### config.mk
export PLATFORM = sky130hd
export DESIGN_NAME = prog_loader
export DESIGN_NICKNAME = d
export VERILOG_FILES = /design/src/rtl/prog_pkg.sv /design/src/rtl/byte_assembler.sv /design/src/rtl/prog_loader.sv
export SDC_FILE = /design/constraint.sdc
export NUM_CORES = 1
export LEC_CHECK = 0
export CORE_ASPECT_RATIO = 0.8
export CORE_UTILIZATION = 40
export CTS_CLUSTER_DIAMETER = 200
export DETAILED_ROUTE_END_ITERATION = 7
export GPL_TIMING_DRIVEN = 1
export PLACE_DENSITY = 0.7
export REMOVE_ABC_BUFFERS = 1
export SLEW_MARGIN = 0
export SYNTH_ARGS = -nofsm -noshare
export SYNTH_HDL_FRONTEND = slang
export SYNTH_HIERARCHICAL = 1
export SYNTH_SLANG_ARGS = --single-unit
export TNS_END_PERCENT = 10
### constraint.sdc
create_clock -name clk -period 5.2 [get_ports clk]
set_clock_uncertainty 0.05 [all_clocks]
set_input_delay 0.78 -clock clk [delete_from_list [all_inputs] [get_ports clk]]
set_output_delay 0.78 -clock clk [all_outputs]
set_load 0.005 [all_outputs]
### src/rtl/prog_pkg.sv
// rtl/prog_pkg.sv - shared types and sizing for the program-memory loader
package prog_pkg;

  localparam int PSIZE_DEF = 6;
  localparam int ISIZE_DEF = 24;

  typedef enum logic [2:0] {
    IDLE  = 3'd0,
    LEN   = 3'd1,
    DATA  = 3'd2,
    WRITE = 3'd3,
    CHK   = 3'd4,
    DONE  = 3'd5,
    ERR   = 3'd6
  } loader_state_t;

  function automatic int bytes_per_instr(input int isize);
    return (isize + 7) / 8;
  endfunction

endpackage

### src/rtl/byte_assembler.sv
// rtl/byte_assembler.sv - shifts stream bytes MS-first into one instruction word
// word is the value the shifter holds once the byte on din has been taken in.
module byte_assembler
  import prog_pkg::*;
#(
  parameter int Isize = ISIZE_DEF
) (
  input  logic             clk,
  input  logic             reset,
  input  logic             clear,
  input  logic             shift_en,
  input  logic [7:0]       din,
  output logic [Isize-1:0] word,
  output logic             last_byte
);

  localparam int BYTES = bytes_per_instr(Isize);
  localparam int SW    = BYTES * 8;
  localparam int CW    = (BYTES > 1) ? $clog2(BYTES) : 1;

  logic [SW-1:0] sr;
  logic [SW-1:0] sr_next;
  logic [CW-1:0] cnt;

  // Surplus top bits of the first byte fall off the truncation to Isize.
  assign sr_next   = (sr << 8) | SW'(din);
  assign word      = sr_next[Isize-1:0];
  assign last_byte = (cnt == CW'(BYTES - 1));

  always_ff @(posedge clk or posedge reset) begin
    if (reset) begin
      sr  <= '0;
      cnt <= '0;
    end else if (clear) begin
      sr  <= '0;
      cnt <= '0;
    end else if (shift_en) begin
      sr  <= sr_next;
      cnt <= last_byte ? '0 : cnt + CW'(1);
    end
  end

endmodule

### src/rtl/prog_loader.sv
// rtl/prog_loader.sv - framed byte stream to program memory writer with CPU hold
module prog_loader
  import prog_pkg::*;
#(
  parameter int Psize = PSIZE_DEF,
  parameter int Isize = ISIZE_DEF
) (
  input  logic             clk,
  input  logic             reset,
  input  logic             start,
  input  logic [7:0]       rx_data,
  input  logic             rx_valid,
  output logic             rx_ready,
  output logic             pm_we,
  output logic [Psize-1:0] pm_addr,
  output logic [Isize-1:0] pm_wdata,
  output logic             busy,
  output logic             done,
  output logic             err,
  output logic             cpu_hold
);

  localparam logic [31:0] DEPTH = 32'd1 << Psize;

  loader_state_t state, next_state;

  logic [Psize-1:0] index;
  logic [Psize-1:0] last_index;
  logic [7:0]       chk_xor;
  logic             accept;
  logic             start_load;
  logic             len_bad;
  logic             last_byte;
  logic [Isize-1:0] word;

  assign accept     = rx_valid && rx_ready;
  assign start_load = start && (state == IDLE || state == DONE || state == ERR);
  assign len_bad    = {24'd0, rx_data} > DEPTH;
  assign cpu_hold   = busy;

  byte_assembler #(.Isize(Isize)) u_asm (
    .clk       (clk),
    .reset     (reset),
    .clear     (start_load),
    .shift_en  (accept && state == DATA),
    .din       (rx_data),
    .word      (word),
    .last_byte (last_byte)
  );

  always_ff @(posedge clk or posedge reset) begin
    if (reset) state <= IDLE;
    else       state <= next_state;
  end

  always_comb begin
    next_state = state;
    case (state)
      IDLE, DONE, ERR: if (start) next_state = LEN;
      LEN:             if (accept) next_state = len_bad ? ERR : DATA;
      DATA:            if (accept && last_byte) next_state = WRITE;
      WRITE:           next_state = (index == last_index) ? CHK : DATA;
      CHK:             if (accept) next_state = (rx_data == chk_xor) ? DONE : ERR;
      default:         next_state = IDLE;
    endcase
  end

  // Status and strobe outputs are registered from next_state so they align with the state.
  always_ff @(posedge clk or posedge reset) begin
    if (reset) begin
      rx_ready   <= 1'b0;
      busy       <= 1'b0;
      pm_we      <= 1'b0;
      pm_addr    <= '0;
      pm_wdata   <= '0;
      done       <= 1'b0;
      err        <= 1'b0;
      index      <= '0;
      last_index <= '0;
      chk_xor    <= 8'd0;
    end else begin
      rx_ready <= (next_state == LEN) || (next_state == DATA) || (next_state == CHK);
      busy     <= !(next_state == IDLE || next_state == DONE || next_state == ERR);
      pm_we    <= (next_state == WRITE);

      if (start_load) begin
        done    <= 1'b0;
        err     <= 1'b0;
        index   <= '0;
        chk_xor <= 8'd0;
      end else if (accept && state != CHK) begin
        chk_xor <= chk_xor ^ rx_data;
      end

      if (state == LEN && accept) begin
        last_index <= (rx_data == 8'd0) ? '1 : Psize'(rx_data - 8'd1);
        if (len_bad) err <= 1'b1;
      end

      if (state == DATA && accept && last_byte) begin
        pm_addr  <= index;
        pm_wdata <= word;
      end

      if (state == WRITE && index != last_index) index <= index + Psize'(1);

      if (state == CHK && accept) begin
        if (rx_data == chk_xor) done <= 1'b1;
        else                    err  <= 1'b1;
      end
    end
  end

endmodule

==> run_results.csv, run 1 <==
group,metric,value,unit
status,outcome,"finished, final reports clean",
flow_run,maxCapViolCount,0,
worst_hold_path,hold_path_class,"reg2reg",
finish,area_growth,19.0,%
route,drcViolationCount,0,
power,leakagePower,1.88,nW
logic_synthesis,synth-edff-count,0,
placed_design,portBuffers,47,
route,routed_wirelength,7.20,mm
finish,nets,361,
logic_synthesis,synth_ff_type,"dfrtp_1",
floorplan,io_pins,48,
logic_synthesis,yosysTopAreaCellShare,53.0,%
route,dr.pass1.iters,4,
timing,rsz0062_at_grt,"false",
timing,timing.final.crit_period,2.90,ns
floorplan,num_rows,30,
floorplan,core-area,8600,µm²
logic_synthesis,synth_common_cells,"dfrtp_1 (76), nor2_1 (35), mux2_2 (31)",
power,vdd_drop_max,0.228,mV
critical_path,r2r_setup_slack,2.63,ns
grt,grt_start_max_net_pins,59,
critical_path,crit_path_start,"rx_valid",
floorplan,die_w,108,µm
route,routed_via_density,5.24,
power,total_power,2.27,mW
logic_synthesis,yosys_register_bits,76,
cts,cts_max_level,3,
logic_synthesis,synth_most_common_cell,"dfrtp_1",
logic_synthesis,synth_area,3590,µm²
logic_synthesis,synth_top_area_cell,"dfrtp_1",
timing,fmax,345,MHz
finish,postLayoutCoreUtil,49.7,%
critical_path,cp-start-kind,"primary input",
timing,totalNegativeSetupSlack,0,ns
critical_path,crit_end,"busy$_DFF_PP0_",
critical_path,worstPathRequired,5.42,ns
power,powerDensity,532,nW/µm²
critical_path,critical_path_arrival,3.11,ns
placed_design,dpl_cell_area,4080,µm²
grt,grt_pass1_vias,2468,
critical_path,worstPathMaxFanout,13,
logic_synthesis,synth.area.top_cells,"dfrtp_1 (53%), mux2_2 (9.7%), mux2i_1 (5.0%)",
floorplan,start_util,41.7,%
timing,tightest_slew,0.957,ns
cts,cts_sinks,76,
critical_path,r2r-start,"state[1]$_DFF_PP0_",
floorplan,dieArea,9350,µm²
timing,slew_headroom,36.0,%
cts,hold_buffers,0,
placed_design,place_inst,448,
logic_synthesis,ys_seq_area_share,53.0,%
logic_synthesis,ys_async_sr_fraction,100,%
finish,fill_cells,827,
critical_path,rr_endpoint,"index[2]$_DFFE_PP0P_",
finish,final_cells,464,
cts,root_buffer,"clkbuf_8",
timing,final-setup-viol-count,0,
timing,hold_violations,0,
grt,grt_antenna_before_repair,0,
cts,tritoncts,"yes",
placed_design,dpl_worst_slack,1.92,ns
route,first_iter_violations,90,
grt,grt_pass1_wl,12.4,mm
cts,cts_made_buffers,9,
finish,drive_gt1_share,18.2,%
logic_synthesis,yosys_warnings,6,
cts,cts_setup_buffers,0,
cts,clk_latency,0.34,ns
finish,stdcell_area,4270,µm²
timing,fin_hold_ws,0.428,ns
grt,track_usage,17.6,%
logic_synthesis,synth_cell_type_count,50,
critical_path,critical_path_class,"in2reg",
placed_design,place_hpwl,4.71,mm
logic_synthesis,syn_avg_cell_area,11.6,µm²
critical_path,r2r_cells,6,
cts,cts_buffer_depth,2,
critical_path,crit_path_end_kind,"flop",
logic_synthesis,postSynthCellCount,309,
cts,path_clk_slew,0.08,ns
cts,cts_resized,0,
timing,finalCritPeriodShare,55.7,%
placed_design,gp_congestion,0.772,
route,num_vias,2431,
finish,diodes,0,
timing,setup_ws,2.30,ns
floorplan,die_h,86.7,µm
route,detail-route-antenna-nets,0,
route,wl_per_cell,15.5,µm
timing,drv_slew,0,
grt,grt_overflow,0,
## worst min-delay path by stage
stage                               from              to  slack (ns)  cells after the start
after CTS                 done$_DFF_PP0_  done$_DFF_PP0_        0.44                      2
after floorplan           done$_DFF_PP0_  done$_DFF_PP0_        0.42                      2
final                     done$_DFF_PP0_  done$_DFF_PP0_        0.43                      2
after global routing      done$_DFF_PP0_  done$_DFF_PP0_        0.45                      2
after global placement    done$_DFF_PP0_  done$_DFF_PP0_        0.41                      2
after detailed placement  done$_DFF_PP0_  done$_DFF_PP0_        0.42                      2
## layout by cell type, fill, tap and decap left out, types with 2 or more instances in the layout
cell type        instances
dfrtp_1                 76
clkdlybuf4s50_1         47
nor2_1                  35
mux2_2                  31
nand2_1                 18
mux2i_1                 18
xor2_1                  14
xnor2_1                 11
inv_1                    9
nand3_1                  9
clkbuf_8                 9
a21oi_1                  6
o21ai_0                  5
o211ai_1                 4
buf_4                    4
nand2b_1                 3
o22ai_1                  3
and3_1                   3
clkinv_2                 3
clkinvlp_4               3
nor3b_1                  2
nor3_1                   2
or3_1                    2
nand4_1                  2
a31oi_1                  2
ha_1                     2
a21oi_2                  2
## routing by layer
layer	up-vias	part of all wire [%]	track usage, %
li1	1132	-	-
met1	1223	49	24.1
met2	67	44	26.1
met3	9	4.8	5.94
met4	0	1.6	6.23
met5	-	0	0
## state kept, by name, indices dropped and copies added (netlist names), 2 cells and up
| signal | cells |
|---|---|
| u_asm/sr | 16 |
| u_asm/cnt | 2 |
| index | 6 |
| pm_addr | 6 |
| state | 3 |
| chk_xor | 8 |
| pm_wdata | 24 |
| last_index | 6 |
## final cells by class
class | instances | area (µm²) | share of cell area, %
well taps | 112 | 140 | 3.28
clock buffers | 9 | 124 | 2.90
multi-input cells | 199 | 1500 | 35.1
flip-flops and latches | 76 | 1900 | 44.5
inverters | 10 | 37.5 | 0.879
repair buffers | 51 | 500 | 11.7
clock inverters | 7 | 67.6 | 1.58
## where the power goes
part           leakage [nW]  switching [mW]  internal, mW
Combinational         0.826           0.354         0.476
Sequential            0.960           0.178         0.829
Clock                0.0910           0.217         0.219
## kinds of logic (layout without fill, tap and decap cells)
logic type / count (synthesis) / in the layout / share of synthesized area [%]
AOI/OAI and AO/OA: 30 / 30 / 6.14
xor gates and xnor gates: 25 / 25 / 6.10
adders and majority gates: 2 / 2 / 0.697
buffers and inverters: 34 / 77 / 5.62
DFF: 76 / 76 / 53.0
muxes: 49 / 49 / 14.8
and+or+nand+nor: 93 / 93 / 13.7
## critical path: stages
cell and delay, ns:
clkdlybuf4s50_1 0.47, nand2_1 0.22, nor4b_2 0.86, o211ai_1 0.30
and3_1 0.28, inv_1 0.08, xnor2_1 0.12
No activity file was read; power rests on OpenSTA's default activity.
==> inputs of run 2 (changes only) <==
- clock period: 5.2 -> 2.8 ns (I/O delays scaled with it)
==> run_results.csv, run 2 (synthesis results as in run 1) <==
group,metric,value,unit
status,outcome,"finished, final reports clean",
floorplan,die_w,108,µm
finish,nets,368,
finish,fill_cells,806,
finish,layout_commonest_cell,"dfrtp_1",
cts,cts_setup_buffers,0,
route,first_iter_violations,104,
floorplan,start_util,41.7,%
finish,largest_reg_flops,24,
timing,fmax,498,MHz
grt,grt_start_max_net_pins,29,
critical_path,r2r_cells,5,
finish,final_cell_mix,"dfrtp_1 (76), clkdlybuf4s50_1 (47), nor2_1 (35)",
critical_path,cp-start-kind,"flop",
grt,track_usage,17.3,%
cts,cts_sinks,76,
route,wl_per_cell,15.1,µm
finish,largest-register,"pm_wdata",
finish,diodes,0,
grt,grt_pass1_vias,2421,
placed_design,place_hpwl,4.86,mm
flow_run,maxCapViolCount,0,
power,total_power,4.18,mW
worst_hold_path,hold_path_class,"in2async",
cts,hold_buffers,0,
grt,grt_antenna_before_repair,0,
cts,cts_buffer_depth,2,
route,routed_wirelength,7.09,mm
grt,grt_overflow,0,
critical_path,worstPathMaxFanout,11,
cts,cts_max_level,3,
timing,fin_hold_ws,0.432,ns
cts,cts_resized,0,
route,drcViolationCount,0,
floorplan,dieArea,9350,µm²
cts,cts_made_buffers,9,
timing,tightest_slew,0.699,ns
critical_path,critical_path_class,"reg2reg",
route,routed_via_density,5.10,
critical_path,crit_path_end_kind,"flop",
floorplan,num_rows,30,
timing,final-setup-viol-count,0,
cts,tritoncts,"yes",
placed_design,portBuffers,47,
finish,drive_gt1_share,19.8,%
cts,clk_latency,0.35,ns
finish,reg_top3,"pm_wdata: 24 flops, u_asm/sr: 16 flops, chk_xor: 8 flops",
timing,timing.final.crit_period,2.01,ns
finish,area_growth,20.3,%
floorplan,die_h,86.7,µm
placed_design,gp_congestion,0.830,
floorplan,core-area,8600,µm²
timing,totalNegativeSetupSlack,0,ns
critical_path,critical_path_arrival,2.23,ns
power,leakagePower,1.92,nW
route,num_vias,2403,
grt,grt_pass1_wl,12.2,mm
timing,rsz0062_at_grt,"false",
route,dr.pass1.iters,4,
cts,path_clk_slew,0.08,ns
route,detail-route-antenna-nets,0,
cts,root_buffer,"clkbuf_8",
timing,hold_violations,0,
timing,finalCritPeriodShare,71.7,%
power,vdd_drop_max,0.424,mV
critical_path,worstPathRequired,3.02,ns
power,powerDensity,969,nW/µm²
finish,postLayoutCoreUtil,50.2,%
timing,drv_slew,0,
floorplan,io_pins,48,
timing,slew_headroom,53.4,%
-- run 2: changes by cell type in the layout (fill, tap and decap cells not counted) --
cell,change
clkinv_4,+1
clkinvlp_4,-2
clkinv_2,-1
buf_4,+7
inv_6,+1
bufinv_16,-1
clkbuf_8,+2
-- run 2: power by group --
part           switching (mW)  leakage, nW  total [mW]  internal, mW
sequential              0.327        0.960        1.87          1.54
combinational           0.644        0.861        1.54         0.893
clock                   0.409       0.0957       0.780         0.372
total                    1.38         1.92        4.18          2.80
-- run 2: worst max-delay path, stage by stage, from the launching register on --
cell	delay, ns
dfrtp_1	0.46
xor2_1	0.20
nor4_2	0.37
a21bo_2	0.32
mux2_2	0.37
mux2i_1	0.15
-- run 2: per-layer routing --
layer / part of all wire [%] / track usage (%)
met1: 49 / 23.8
met2: 44 / 25.5
met3: 5.3 / 5.56
met4: 1.2 / 6.35
met5: 0 / 0
-- run 2: stage by stage --
step	instances	worst slack [ns]	area (µm²)
after floorplan	285	-0.397	3420
after global placement	455	0.472	4130
after detailed placement	455	0.450	4130
after CTS	471	0.798	4320
after global routing	471	0.681	4320
final	471	0.793	4320
-- run 2: final cells by class --
| class | count | area (µm²) | share of cell area (%) |
|---|---|---|---|
| clock inverters | 5 | 35.0 | 0.812 |
| inverters | 10 | 37.5 | 0.870 |
| well taps | 112 | 140 | 3.25 |
| flip-flops and latches | 76 | 1900 | 44.1 |
| multi-input cells | 199 | 1500 | 34.7 |
| clock buffers | 11 | 151 | 3.51 |
| repair buffers | 58 | 553 | 12.8 |
-- run 2: worst paths after layout --
check,from,end,slack (ns)
setup / recovery,index[4]$_DFFE_PP0P_,index[2]$_DFFE_PP0P_,0.79
hold / removal,reset,chk_xor[4]$_DFFE_PP0P_,0.43
setup reg to reg,index[4]$_DFFE_PP0P_,index[2]$_DFFE_PP0P_,0.79
hold reg to reg,done$_DFF_PP0_,done$_DFF_PP0_,0.44
max in group asynchronous,reset,state[0]$_DFF_PP0_,1.61
min in group clk,done$_DFF_PP0_,done$_DFF_PP0_,0.44
==> inputs of run 3 (changes only) <==
- PLACE_DENSITY: 0.7 -> 0.72
- clock period: 2.8 -> 1.6 ns (I/O delays scaled with it)
==> run_results.csv, run 3 (synthesis results as in run 1) <==
group,metric,value,unit
timing,drv_slew,0,
floorplan,core-area,8600,µm²
power,p_seq_share,37.9,%
finish,multi_input_area,1680,µm²
power,powerDensity,1690,nW/µm²
cts,clk_latency,0.36,ns
timing,slew_headroom,71.6,%
route,dr.pass1.iters,4,
status,outcome,"finished, violations left",
route,first_iter_violations,112,
critical_path,r2r-start,"index[5]$_DFFE_PP0P_",
critical_path,rr_endpoint,"rx_ready$_DFF_PP0_",
placed_design,dpl_worst_slack,-0.581,ns
critical_path,slowest_stage,"dfrtp_1",
timing,rsz0062_at_grt,"true",
power,vdd_drop_max,0.769,mV
critical_path,critical_path_class,"reg2reg",
floorplan,die_w,108,µm
cts,cts_max_level,3,
finish,diodes,0,
grt,grt_pass1_vias,2724,
timing,final-setup-viol-count,37,
power,p_int,5.68,mW
cts,hold_buffers,0,
floorplan,io_pins,48,
cts,cts_sinks,76,
critical_path,worstPathMaxFanout,3,
route,detail-route-antenna-nets,0,
cts,cts_buffer_depth,2,
timing,setup_ws,-0.227,ns
power,power_frac_clock,18.0,%
timing,finalCritPeriodShare,114,%
power,swShare,33.4,%
status,violations,"negative setup slack",
timing,timing.final.crit_period,1.83,ns
timing,totalNegativeSetupSlack,-5.29,ns
timing,hold_violations,0,
critical_path,cp-start-kind,"flop",
finish,reg_top3,"pm_wdata: 24 flops, u_asm/sr: 16 flops, chk_xor: 8 flops",
critical_path,crit_end,"rx_ready$_DFF_PP0_",
route,routed_wirelength,8.63,mm
route,num_vias,2664,
finish,layout_commonest_cell,"dfrtp_1",
critical_path,critPathTopFamily,"compound AO/OA/AOI/OAI gates",
critical_path,worstPathCellList,"xor2_1 > nor4_2 > buf_4 > a21boi_4 > a2111oi_4 > mux2i_1",
placed_design,gp_congestion,0.800,
grt,grt_antenna_before_repair,0,
finish,largest-register,"pm_wdata",
grt,grt_pass1_wl,13.9,mm
grt,grt_overflow,0,
route,routed_via_density,5.08,
finish,largest_reg_flops,24,
finish,fill_cells,716,
route,wl_per_cell,16.5,µm
critical_path,critical_path_arrival,2.06,ns
power,power_frac_comb,44.1,%
critical_path,worstPathRequired,1.83,ns
power,p_switching,2.85,mW
finish,nets,421,
placed_design,portBuffers,47,
timing,fmax,547,MHz
power,leakagePower,2.30,nW
timing,tightest_slew,0.425,ns
worst_hold_path,hold_path_class,"in2async",
critical_path,crit_path_end_kind,"flop",
floorplan,num_rows,30,
finish,final_cell_mix,"dfrtp_1 (74), buf_4 (48), clkdlybuf4s50_1 (46)",
cts,path_clk_slew,0.09,ns
floorplan,die_h,86.7,µm
cts,tritoncts,"yes",
critical_path,r2r_cells,6,
cts,root_buffer,"clkbuf_8",
power,total_power,8.53,mW
critical_path,cp.depth,6,
grt,grt_start_max_net_pins,59,
finish,regArea,1900,µm²
flow_run,maxCapViolCount,0,
critical_path,path_buf_inv,1,
finish,drive_gt1_share,34.5,%
timing,fin_hold_ws,0.208,ns
critical_path,crit_path_start,"index[5]$_DFFE_PP0P_",
floorplan,dieArea,9350,µm²
finish,area_growth,40.5,%
cts,cts_made_buffers,9,
grt,track_usage,19.5,%
critical_path,cpPeakStageDelay,0.42,ns
route,drcViolationCount,0,
floorplan,start_util,41.7,%
placed_design,place_hpwl,5.49,mm
critical_path,r2r_setup_slack,-0.23,ns
## run 3: cell types whose count changed in the layout (fill, tap and decap cells not counted), sizes merged
cell / previous run / this run
buf: 11 / 63
bufinv: 0 / 1
clkbuf: 11 / 10
clkdlybuf4s50: 47 / 46
clkinv: 3 / 4
clkinvlp: 1 / 0
dlygate4sd2: 0 / 1
inv: 11 / 12
## run 3: worst min path at each step
stage,from,to
2_1_floorplan,reset,u_asm/cnt[0]$_DFFE_PP0P_
3_3_place_gp,done$_DFF_PP0_,done$_DFF_PP0_
3_5_place_dp,done$_DFF_PP0_,done$_DFF_PP0_
4_1_cts,reset,u_asm/sr[10]$_DFFE_PP0P_
5_1_grt,reset,u_asm/sr[1]$_DFFE_PP0P_
6_report,reset,u_asm/sr[13]$_DFFE_PP0P_
## run 3: metrics by stage
step,area [µm²],std cells,util [%]
after CTS,4860,522,56.6
after floorplan,3420,285,-
final,5040,524,58.6
after global placement,4510,497,52.4
after detailed placement,4510,497,52.4
after global routing,5040,524,58.6
## run 3: what timing repair did
| action | in CTS | in global routing |
|---|---|---|
| endpoints found under the setup margin | 69 | 74 |
| pin swaps | 10 | 4 |
| gates cloned | 0 | 1 |
| gates resized for setup | 22 | 36 |
| buffers inserted | 9 | 1 |
## run 3: cell type report
cell class / instances / area share (%)
clock buffers: 9 / 2.46
well taps: 112 / 2.78
flip-flops and latches: 76 / 37.8
inverters: 10 / 0.745
clock inverters: 7 / 1.64
multi-input cells: 199 / 33.4
repair buffers: 111 / 21.2
## run 3: metal layers
metal / track usage, % / part of all wire (%)
met4: 5.35 / 0.60
met3: 5.11 / 4.7
met2: 30.9 / 47
met5: 0 / 0
met1: 26.5 / 48
## run 3: worst reg2reg max path, stage by stage (launching register included)
cell,delay (ns)
dfrtp_1,0.42
xor2_1,0.16
nor4_2,0.25
buf_4,0.18
a21boi_4,0.08
a2111oi_4,0.40
mux2i_1,0.22
## run 3: power by group through the flow
stage	sequential [mW]	combinational (mW)	clock [mW]
global placement	3.20	3.10	0
floorplan	3.19	1.67	0
detailed placement	3.24	3.19	0
global route	3.33	4.06	1.65
finish	3.24	3.76	1.53
CTS	3.21	3.48	1.56
